**config.mk**
```make
export PLATFORM = sky130hd
export DESIGN_NAME = vga_timing_ctrl
export DESIGN_NICKNAME = d
export VERILOG_FILES = /design/src/rtl/vga_timing_ctrl.sv
export SDC_FILE = /design/constraint.sdc
export NUM_CORES = 1
export LEC_CHECK = 0
export ABC_AREA = 1
export CORE_MARGIN = 10
export CORE_UTILIZATION = 41
export CTS_CLUSTER_SIZE = 8
export DETAILED_ROUTE_END_ITERATION = 8
export PLACE_DENSITY_LB_ADDON = 0.05
export SETUP_SLACK_MARGIN = 0.2
export SLEW_MARGIN = 0
export SYNTH_ARGS = -nofsm -noshare
export SYNTH_HDL_FRONTEND = slang
export SYNTH_SLANG_ARGS = --single-unit
```
**constraint.sdc**
```tcl
create_clock -name clk_i -period 10.2 [get_ports clk_i]
set_clock_uncertainty 0.05 [all_clocks]
set_input_delay 1.02 -clock clk_i [delete_from_list [all_inputs] [get_ports clk_i]]
set_output_delay 1.02 -clock clk_i [all_outputs]
set_load 0.02 [all_outputs]
```
**src/rtl/vga_timing_ctrl.sv**
```systemverilog
// VGA/LCD raster timing sequencer: H/V porch-visible-sync FSMs, DE/blank, line prefetch, interrupts and
// framebuffer flip. Optional macro VGA_TIMING_POS_EN adds hpos_o/vpos_o visible pixel/line indices.
module vga_timing_ctrl #(
  parameter int CNT_WIDTH = 12,
  parameter int TB_WIDTH  = 10,
  parameter int VB_WIDTH  = 16
) (
  input  logic                 clk_i,
  input  logic                 rst_n_i,
  input  logic                 en_i,
  input  logic                 pix_tick_i,
  input  logic [TB_WIDTH-1:0]  hbp_i,
  input  logic [TB_WIDTH-1:0]  hsn_i,
  input  logic [TB_WIDTH-1:0]  hfp_i,
  input  logic [TB_WIDTH-1:0]  vbp_i,
  input  logic [TB_WIDTH-1:0]  vsn_i,
  input  logic [TB_WIDTH-1:0]  vfp_i,
  input  logic [VB_WIDTH-1:0]  hvlen_i,
  input  logic [VB_WIDTH-1:0]  vvlen_i,
  input  logic                 hspol_i,
  input  logic                 vspol_i,
  input  logic                 blpol_i,
  input  logic                 vbse_i,
  output logic                 hsync_o,
  output logic                 vsync_o,
  output logic                 de_o,
  output logic                 blank_o,
  output logic                 line_req_o,
  output logic                 hint_o,
  output logic                 vint_o,
  output logic                 vbsint_o,
  output logic                 cfb_o
`ifdef VGA_TIMING_POS_EN
  ,
  output logic [CNT_WIDTH-1:0] hpos_o,
  output logic [CNT_WIDTH-1:0] vpos_o
`endif
);

  typedef enum logic [1:0] {ST_BP, ST_VIS, ST_FP, ST_SYNC} state_e;

  logic                 r_en_d;
  state_e               r_h_state, r_v_state;
  logic [CNT_WIDTH-1:0] r_h_cnt, r_v_cnt;
  logic [CNT_WIDTH-1:0] r_hbp, r_hsn, r_hfp, r_hvlen, r_vbp, r_vsn, r_vfp, r_vvlen;
  logic                 r_de, r_hs_act, r_vs_act, r_lreq, r_hint, r_vint, r_vbsint, r_cfb;

  logic                 w_tick, w_cap, w_h_last, w_v_last, w_line_end, w_frame_end, w_flip;
  logic [CNT_WIDTH-1:0] w_h_dur, w_v_dur, w_h_cnt_nx, w_v_cnt_nx;
  state_e               w_h_state_nx, w_v_state_nx;
  logic                 w_de_nx;
  logic                 w_unused;

  function automatic state_e next_st(input state_e s);
    case (s)
      ST_BP:   next_st = ST_VIS;
      ST_VIS:  next_st = ST_FP;
      ST_FP:   next_st = ST_SYNC;
      default: next_st = ST_BP;
    endcase
  endfunction

  // Last count index of the current state (duration - 1).
  function automatic logic [CNT_WIDTH-1:0] last_idx(input state_e s,
      input logic [CNT_WIDTH-1:0] bp, input logic [CNT_WIDTH-1:0] vis,
      input logic [CNT_WIDTH-1:0] fp, input logic [CNT_WIDTH-1:0] sn);
    case (s)
      ST_BP:   last_idx = bp;
      ST_VIS:  last_idx = vis;
      ST_FP:   last_idx = fp;
      default: last_idx = sn;
    endcase
  endfunction

  // The enable-rise cycle only loads shadows; counting starts on the following tick.
  assign w_tick      = en_i & r_en_d & pix_tick_i;
  assign w_h_dur     = last_idx(r_h_state, r_hbp, r_hvlen, r_hfp, r_hsn);
  assign w_v_dur     = last_idx(r_v_state, r_vbp, r_vvlen, r_vfp, r_vsn);
  assign w_h_last    = (r_h_cnt == w_h_dur);
  assign w_v_last    = (r_v_cnt == w_v_dur);
  assign w_line_end  = w_tick & (r_h_state == ST_SYNC) & w_h_last;
  assign w_frame_end = w_line_end & (r_v_state == ST_SYNC) & w_v_last;
  assign w_flip      = w_frame_end & vbse_i;
  assign w_cap       = (en_i & ~r_en_d) | w_frame_end;
  assign w_unused    = ^{hvlen_i[VB_WIDTH-1:CNT_WIDTH], vvlen_i[VB_WIDTH-1:CNT_WIDTH]};

  always_ff @(posedge clk_i) begin
    if (w_cap) begin
      r_hbp   <= CNT_WIDTH'(hbp_i);
      r_hsn   <= CNT_WIDTH'(hsn_i);
      r_hfp   <= CNT_WIDTH'(hfp_i);
      r_hvlen <= hvlen_i[CNT_WIDTH-1:0];
      r_vbp   <= CNT_WIDTH'(vbp_i);
      r_vsn   <= CNT_WIDTH'(vsn_i);
      r_vfp   <= CNT_WIDTH'(vfp_i);
      r_vvlen <= vvlen_i[CNT_WIDTH-1:0];
    end
  end

  always_comb begin
    w_h_state_nx = r_h_state;
    w_h_cnt_nx   = r_h_cnt;
    w_v_state_nx = r_v_state;
    w_v_cnt_nx   = r_v_cnt;
    if (!en_i) begin
      w_h_state_nx = ST_BP;
      w_h_cnt_nx   = '0;
      w_v_state_nx = ST_BP;
      w_v_cnt_nx   = '0;
    end else if (w_tick) begin
      if (w_h_last) begin
        w_h_state_nx = next_st(r_h_state);
        w_h_cnt_nx   = '0;
      end else begin
        w_h_cnt_nx   = r_h_cnt + CNT_WIDTH'(1);
      end
      if (w_line_end) begin
        if (w_v_last) begin
          w_v_state_nx = next_st(r_v_state);
          w_v_cnt_nx   = '0;
        end else begin
          w_v_cnt_nx   = r_v_cnt + CNT_WIDTH'(1);
        end
      end
    end
  end

  assign w_de_nx = (w_h_state_nx == ST_VIS) && (w_v_state_nx == ST_VIS);

  always_ff @(posedge clk_i or negedge rst_n_i) begin
    if (!rst_n_i) begin
      r_en_d    <= 1'b0;
      r_h_state <= ST_BP;
      r_h_cnt   <= '0;
      r_v_state <= ST_BP;
      r_v_cnt   <= '0;
      r_de      <= 1'b0;
      r_hs_act  <= 1'b0;
      r_vs_act  <= 1'b0;
      r_lreq    <= 1'b0;
      r_hint    <= 1'b0;
      r_vint    <= 1'b0;
      r_vbsint  <= 1'b0;
      r_cfb     <= 1'b0;
    end else begin
      r_en_d    <= en_i;
      r_h_state <= w_h_state_nx;
      r_h_cnt   <= w_h_cnt_nx;
      r_v_state <= w_v_state_nx;
      r_v_cnt   <= w_v_cnt_nx;
      r_de      <= w_de_nx;
      r_hs_act  <= (w_h_state_nx == ST_SYNC);
      r_vs_act  <= (w_v_state_nx == ST_SYNC);
      // Prefetch only when the line that starts now is a visible one.
      r_lreq    <= w_line_end && (w_v_state_nx == ST_VIS);
      r_hint    <= w_line_end;
      r_vint    <= w_frame_end;
      r_vbsint  <= w_flip;
      r_cfb     <= r_cfb ^ w_flip;
    end
  end

`ifdef VGA_TIMING_POS_EN
  logic [CNT_WIDTH-1:0] r_hpos, r_vpos;

  always_ff @(posedge clk_i or negedge rst_n_i) begin
    if (!rst_n_i) begin
      r_hpos <= '0;
      r_vpos <= '0;
    end else begin
      r_hpos <= w_de_nx ? w_h_cnt_nx : '0;
      r_vpos <= w_de_nx ? w_v_cnt_nx : '0;
    end
  end

  assign hpos_o = r_hpos;
  assign vpos_o = r_vpos;
`endif

  // Polarities are static configuration, so they are applied after the state registers.
  assign hsync_o    = r_hs_act ? hspol_i : ~hspol_i;
  assign vsync_o    = r_vs_act ? vspol_i : ~vspol_i;
  assign blank_o    = r_de ? ~blpol_i : blpol_i;
  assign de_o       = r_de;
  assign line_req_o = r_lreq;
  assign hint_o     = r_hint;
  assign vint_o     = r_vint;
  assign vbsint_o   = r_vbsint;
  assign cfb_o      = r_cfb;

endmodule

```
# After elaboration in Yosys (flattened, before gate mapping)
# Index checks and enable logic that the tools add are counted.
# W data, S select, Z words.
# totals
ff_bits	121
in_bits	100
out_inout_bits	9
wordCells	77
# op_classes
addsub	2
eq_ne	14
n_mux	21
bitwise	14
reduce_logical	5
# op_table
operator	n
$mux W12	7
$pmux W12 S3	2
$add A12 B1 Y12 const B	2
$eq A12 B12 Y1	2
$mux W2	7
$eq A2 B2 Y1 const B	6
$pmux W2 S3	2
$and A1 B1 Y1	8
$eq A2 B1 Y1 const B	4
$logic_not A2 Y1	2
$ne A2 B1 Y1 const B	2
$not A1 Y1	4
$mux W1	3
$logic_and A1 B1 Y1	2
$reduce_and A2 Y1	1
$or A1 B1 Y1	1
$xor A1 B1 Y1	1

# Depth between registers and ports, before layout
# depth
depth_word	9
ltp_mapped	20
ltp_nobuf	19

# Worst setup path after synthesis
# OpenSTA, ideal clock, no wires.
# synth_timing
path_type	input to register
from	input en_i
to	register r_hbp[0], enable pin
setup_time_ns	0.556
arrival_ns	6.087
required_time_ns	9.594
slack_ns	3.507
stages	5
path_buffers	1
path_cell_list	clkbuf_1 nand3_1 nor3_4 nand2_1 o22ai_1
# synth_between
elab_chain_len	7
elab_cells_between_ends	8
classes_between	bitwise: 8
# synth_rtl
element	line_no	text
start: declaration	10	input logic en_i,
$and A1 B1 Y1 (2 in a row)	76	assign w_tick = en_i & r_en_d & pix_tick_i;
$and A1 B1 Y1 (2 in a row)	81	assign w_line_end = w_tick & (r_h_state == ST_SYNC) & w_h_last;
net w_line_end	48	logic w_tick, w_cap, w_h_last, w_v_last, w_line_end, w_frame_end, w_flip;
$and A1 B1 Y1 (2 in a row)	82	assign w_frame_end = w_line_end & (r_v_state == ST_SYNC) & w_v_last;
$or A1 B1 Y1	84	assign w_cap = (en_i & ~r_en_d) | w_frame_end;
net w_cap	48	
end signal: assignment	89	r_hbp <= CNT_WIDTH'(hbp_i);
end: declaration	45	logic [CNT_WIDTH-1:0] r_hbp, r_hsn, r_hfp, r_hvlen, r_vbp, r_vsn, r_vfp, r_vvlen;
# The timed path passes the listed nets, and every way through them passes these cells.
# A chain may end at the register's enable or synchronous reset.

# Worst setup path after layout
# layout_timing
from	register r_h_state[0]
to	register r_vvlen[11], enable pin
# layout_between
elab_chain_len	7
elab_cells_between_ends	11
classes_between	eq/ne: 4; mux: 1; bitwise: 5; reduce/logical: 1
# layout_rtl
element	line_no	text
start: declaration	43	state_e r_h_state, r_v_state;
start signal: assignment	147	r_h_state <= w_h_state_nx;
$eq A2 B2 Y1, or another cell as far along	67	case (s)
$pmux W12 S3	67	
$eq A12 B12 Y1	79	assign w_h_last = (r_h_cnt == w_h_dur);
$and A1 B1 Y1 *	81	
net w_line_end	48	
$and A1 B1 Y1 * (2 in a row)	82	
$or A1 B1 Y1 *	84	
net w_cap	48	
end signal: assignment	96	r_vvlen <= vvlen_i[CNT_WIDTH-1:0];
end: declaration	45	
# The timed path passes the listed nets; every way through them passes the cells marked *.

==> summary.md <==
| Metric | Value |
|---|---|
| Status | completed |
| Num CTS Buffers | 17 |
| Class of the worst hold path | flip-flop to flip-flop |
| Setup Viol. Count Final | 0 |
| Sink Count | 121 |
| Worst Path Arrival | 4.70 ns |
| Least-Margin Pin Slew | 1.02 ns |
| Final core occ | 55.5% |
| Core box area | 13300 µm² |
| Dpl hpwl | 9840 µm |
| Worst-path maximum fanout | 57 |
| Worst path buffer plus inverter count | 2 |
| Setup_tns | 0 ns |
| Number of port buffers | 100 |
| Delay-heaviest family, CP | simple AND/OR/NAND/NOR gates |
| Syn Area/Cell | 9.86 µm² |
| Largest net degree at the start of global routing | 58 |
| DRT Wirelength | 13600 µm |
| CP max stage delay | 0.77 ns |
| Post-CTS Setup Bufs | 0 |
| Die ar. | 18900 µm² |
| Post-Place Worst Slack | 5.47 ns |
| Crit path cell chain | ha_1, inv_2, or2_2, nand3_1, nand2_1, nor2_1, nand2_1, nor2_2, nand2_2, nor3_4, nand2_1, o22ai_4, buf_4 |
| Post-synth ARST share | 30.6% |
| Reg2reg setup slack | 5.50 ns |
| Maximum VDD drop | 0.000121 V |
| CP Launch Type | flip-flop |
| R2r endpoint | r_vvlen[11] |
| Placer Congestion | 0.873 |
| First-pass GRT wire length | 21700 µm |
| Fin worst setup slack | 5.50 ns |
| Drt first pass iters | 5 |
| Max Cap Viol | 0 |
| CTS resizes | 0 |
| Fillers | 1187 |
| Post-synth EDFFs | 84 |
| Synthesized flop and latch total | 121 |
| Seq/Total Area, Yosys | 61.0% |
| WP data required | 10.20 ns |
| Vias in the first global route | 4261 |
| Static leakage | 2.94 nW |
| DRC viols | 0 |
| Kind of critical path | flip-flop to flip-flop |
| Overall Power | 1.22 mW |
| Diode count | 0 |
| 1st-iter DRT viols | 335 |
| Hold worst-path end | cfb_o |
| Slew Limit Fails | 0 |
| Cts hold-fix bufs | 0 |
| Setup crit end kind | flip-flop |
| Final hold violations | 0 |
| Fin nets | 790 |
| H-tree levels | 4 |
| Mapped Cells | 573 |
| Synthesized Nets | 684 |
| Worst r2r src | r_h_state[0] |
| Total gr overflow | 0 |
| Vias | 4283 |
| Unique masters post-synth | 35 |
| Die Wd | 137 µm |
| Antenna violations before repair | 0 |
| Antenna Nets Post-Route | 0 |
| Synth Cell Area | 5650 µm² |
| Starting Density | 42.3% |
| CTS tree | done |
| Avg WL per Cell | 15.7 µm |
| RSZ-0062 raised after global routing | false |
| Clk_lat worst skew | 0.43 ns |
| CP max-delay cell | o22ai_4 |
| Row count | 42 |
| Io pins | 109 |
| Total track usage | 14.9% |
| Die Y | 137 µm |
| Root buffer cell | clkbuf_16 |
| Hold Crit Start | cfb_o |
| Worst path most repeated cell | nand2_1 |
| Minimum clock period after layout | 4.70 ns |
| Hold path depth | 1 |
| F_max | 213 MHz |
| Depth of the most critical reg-to-reg path | 13 |
| Hold slack final | 0.415 ns |
| Share of post-route cells with drive strength above 1 | 7.67% |
| Dominant synthesized flop cell | edfxtp_1 |
| Max_slew headroom | 32.3% |
| Final worst path period share | 46.1% |
| Area growth from synthesis to layout | 31.1% |
| Ys Warns | 0 |
| P per Cell Area | 165 nW/µm² |
| Routed vias/inst | 4.94 |
| Clock Path Buffers | 2 |
| Clock transition at path regs | 0.06 ns |
## state kept, by name, summed over array words and instances, names as in the netlist
| register | flops |
|---|---|
| r_h_cnt | 12 |
| r_hfp | 10 |
| line_req_o | 1 |
| r_hbp | 10 |
| r_h_state | 2 |
| hint_o | 1 |
| r_hs_act | 1 |
| r_vsn | 10 |
| r_vvlen | 12 |
| r_hsn | 10 |
| vbsint_o | 1 |
| vint_o | 1 |
| cfb_o | 1 |
| de_o | 1 |
| r_hvlen | 12 |
| r_v_cnt | 12 |
| r_vbp | 10 |
| r_vs_act | 1 |
| r_en_d | 1 |
| r_vfp | 10 |
| r_v_state | 2 |
## layout by cell type (no fill, tap or decap), types with 2 or more instances in the layout
cell type        instances
o21ai_2                  2
nor3_1                   4
nor2_2                   2
inv_1                   54
or2_2                   10
inv_2                    2
nand4_1                 12
clkinvlp_4               2
nor2_1                  32
o22ai_1                 17
clkinv_4                 6
nand3_1                 49
xnor2_1                  4
clkdlybuf4s50_1         99
o31ai_1                  2
clkbuf_16               17
bufinv_16                3
nor4_1                   2
nand2_1                177
o21ai_0                 15
xor2_1                  12
ha_1                    11
edfxtp_1                84
dfrtp_1                 37
a21oi_1                 17
or2_0                    2
or2_1                    2
## synthesized netlist by cell type, types with 2 or more instances
cell type	n	area [µm²]
a21oi_1	17	85.1
buf_2	8	40.0
buf_4	3	22.5
clkbuf_1	2	7.51
dfrtp_1	37	926
edfxtp_1	84	2520
ha_1	11	138
inv_1	54	203
inv_2	2	7.51
nand2_1	177	664
nand3_1	49	245
nand4_1	12	75.1
nor2_1	32	120
nor2_2	2	12.5
nor3_1	4	20.0
nor4_1	2	12.5
o21ai_0	15	75.1
o21ai_2	2	17.5
o22ai_1	18	113
o31ai_1	2	15.0
or2_0	2	12.5
or2_1	2	12.5
or2_2	10	62.6
xnor2_1	4	35.0
xor2_1	12	105
## final cells by class
cell class,instances,area (µm²),area share (%)
Clock buffer,17,425,5.74
Sequential cell,121,3450,46.6
Multi-Input combinational cell,382,1920,26.0
Timing Repair Buffer,101,1000,13.5
Clock inverter,14,175,2.37
Tap cell,176,220,2.97
Inverter,56,210,2.84
## worst register-to-register path, delay by kind of cell, from the launching register on
kind	cells	cell delay, ns
simple gates	9	1.46
compound gates	1	0.77
fa+ha+maj	1	0.57
buf+inv	2	1.07
flops	1	0.39
## worst max path at each step
stage	start	endpoint	slack (ns)	cells past startpoint
2_1_floorplan	en_i	r_hbp[0]	3.51	5
3_3_place_gp	r_h_state[0]	r_vvlen[10]	5.52	13
3_5_place_dp	r_h_state[0]	r_vvlen[10]	5.47	13
4_1_cts	r_h_state[0]	r_vsn[6]	5.45	13
5_1_grt	r_v_state[1]	r_hbp[2]	5.07	13
6_report	r_h_state[0]	r_vvlen[11]	5.50	13
## through the flow
| step | area, µm² | instances |
|---|---|---|
| finish | 7410 | 867 |
| floorplan | 5650 | 573 |
| CTS | 7410 | 867 |
| detailed placement | 6810 | 836 |
| global placement | 6810 | 836 |
| global route | 7410 | 867 |
## kinds of logic (layout without fill, tap and decap cells)
| group | count (synthesis) | after routing | share of synthesized area, % |
|---|---|---|---|
| AOI/OAI and AO/OA | 58 | 58 | 5.91 |
| adders and majority gates | 11 | 11 | 2.44 |
| DFF | 121 | 121 | 61.0 |
| and+or+nand+nor | 297 | 297 | 23.0 |
| xor gates and xnor gates | 16 | 16 | 2.48 |
| buffers and inverters | 70 | 188 | 5.16 |
## power by group
group          total [mW]  internal [mW]  switching [mW]
clock               0.607          0.383           0.224
combinational      0.0648         0.0375          0.0273
sequential          0.550          0.545         0.00476
total                1.22          0.966           0.256
## layer usage
layer / vias up / track usage (%) / wire, µm
li1: 2143 / - / -
met3: 17 / 5.94 / 1040
met2: 147 / 20.4 / 5660
met1: 1976 / 20.8 / 6770
met4: 0 / 5.15 / 154
met5: - / 0 / 0
Power figures use the tool's default switching activity.
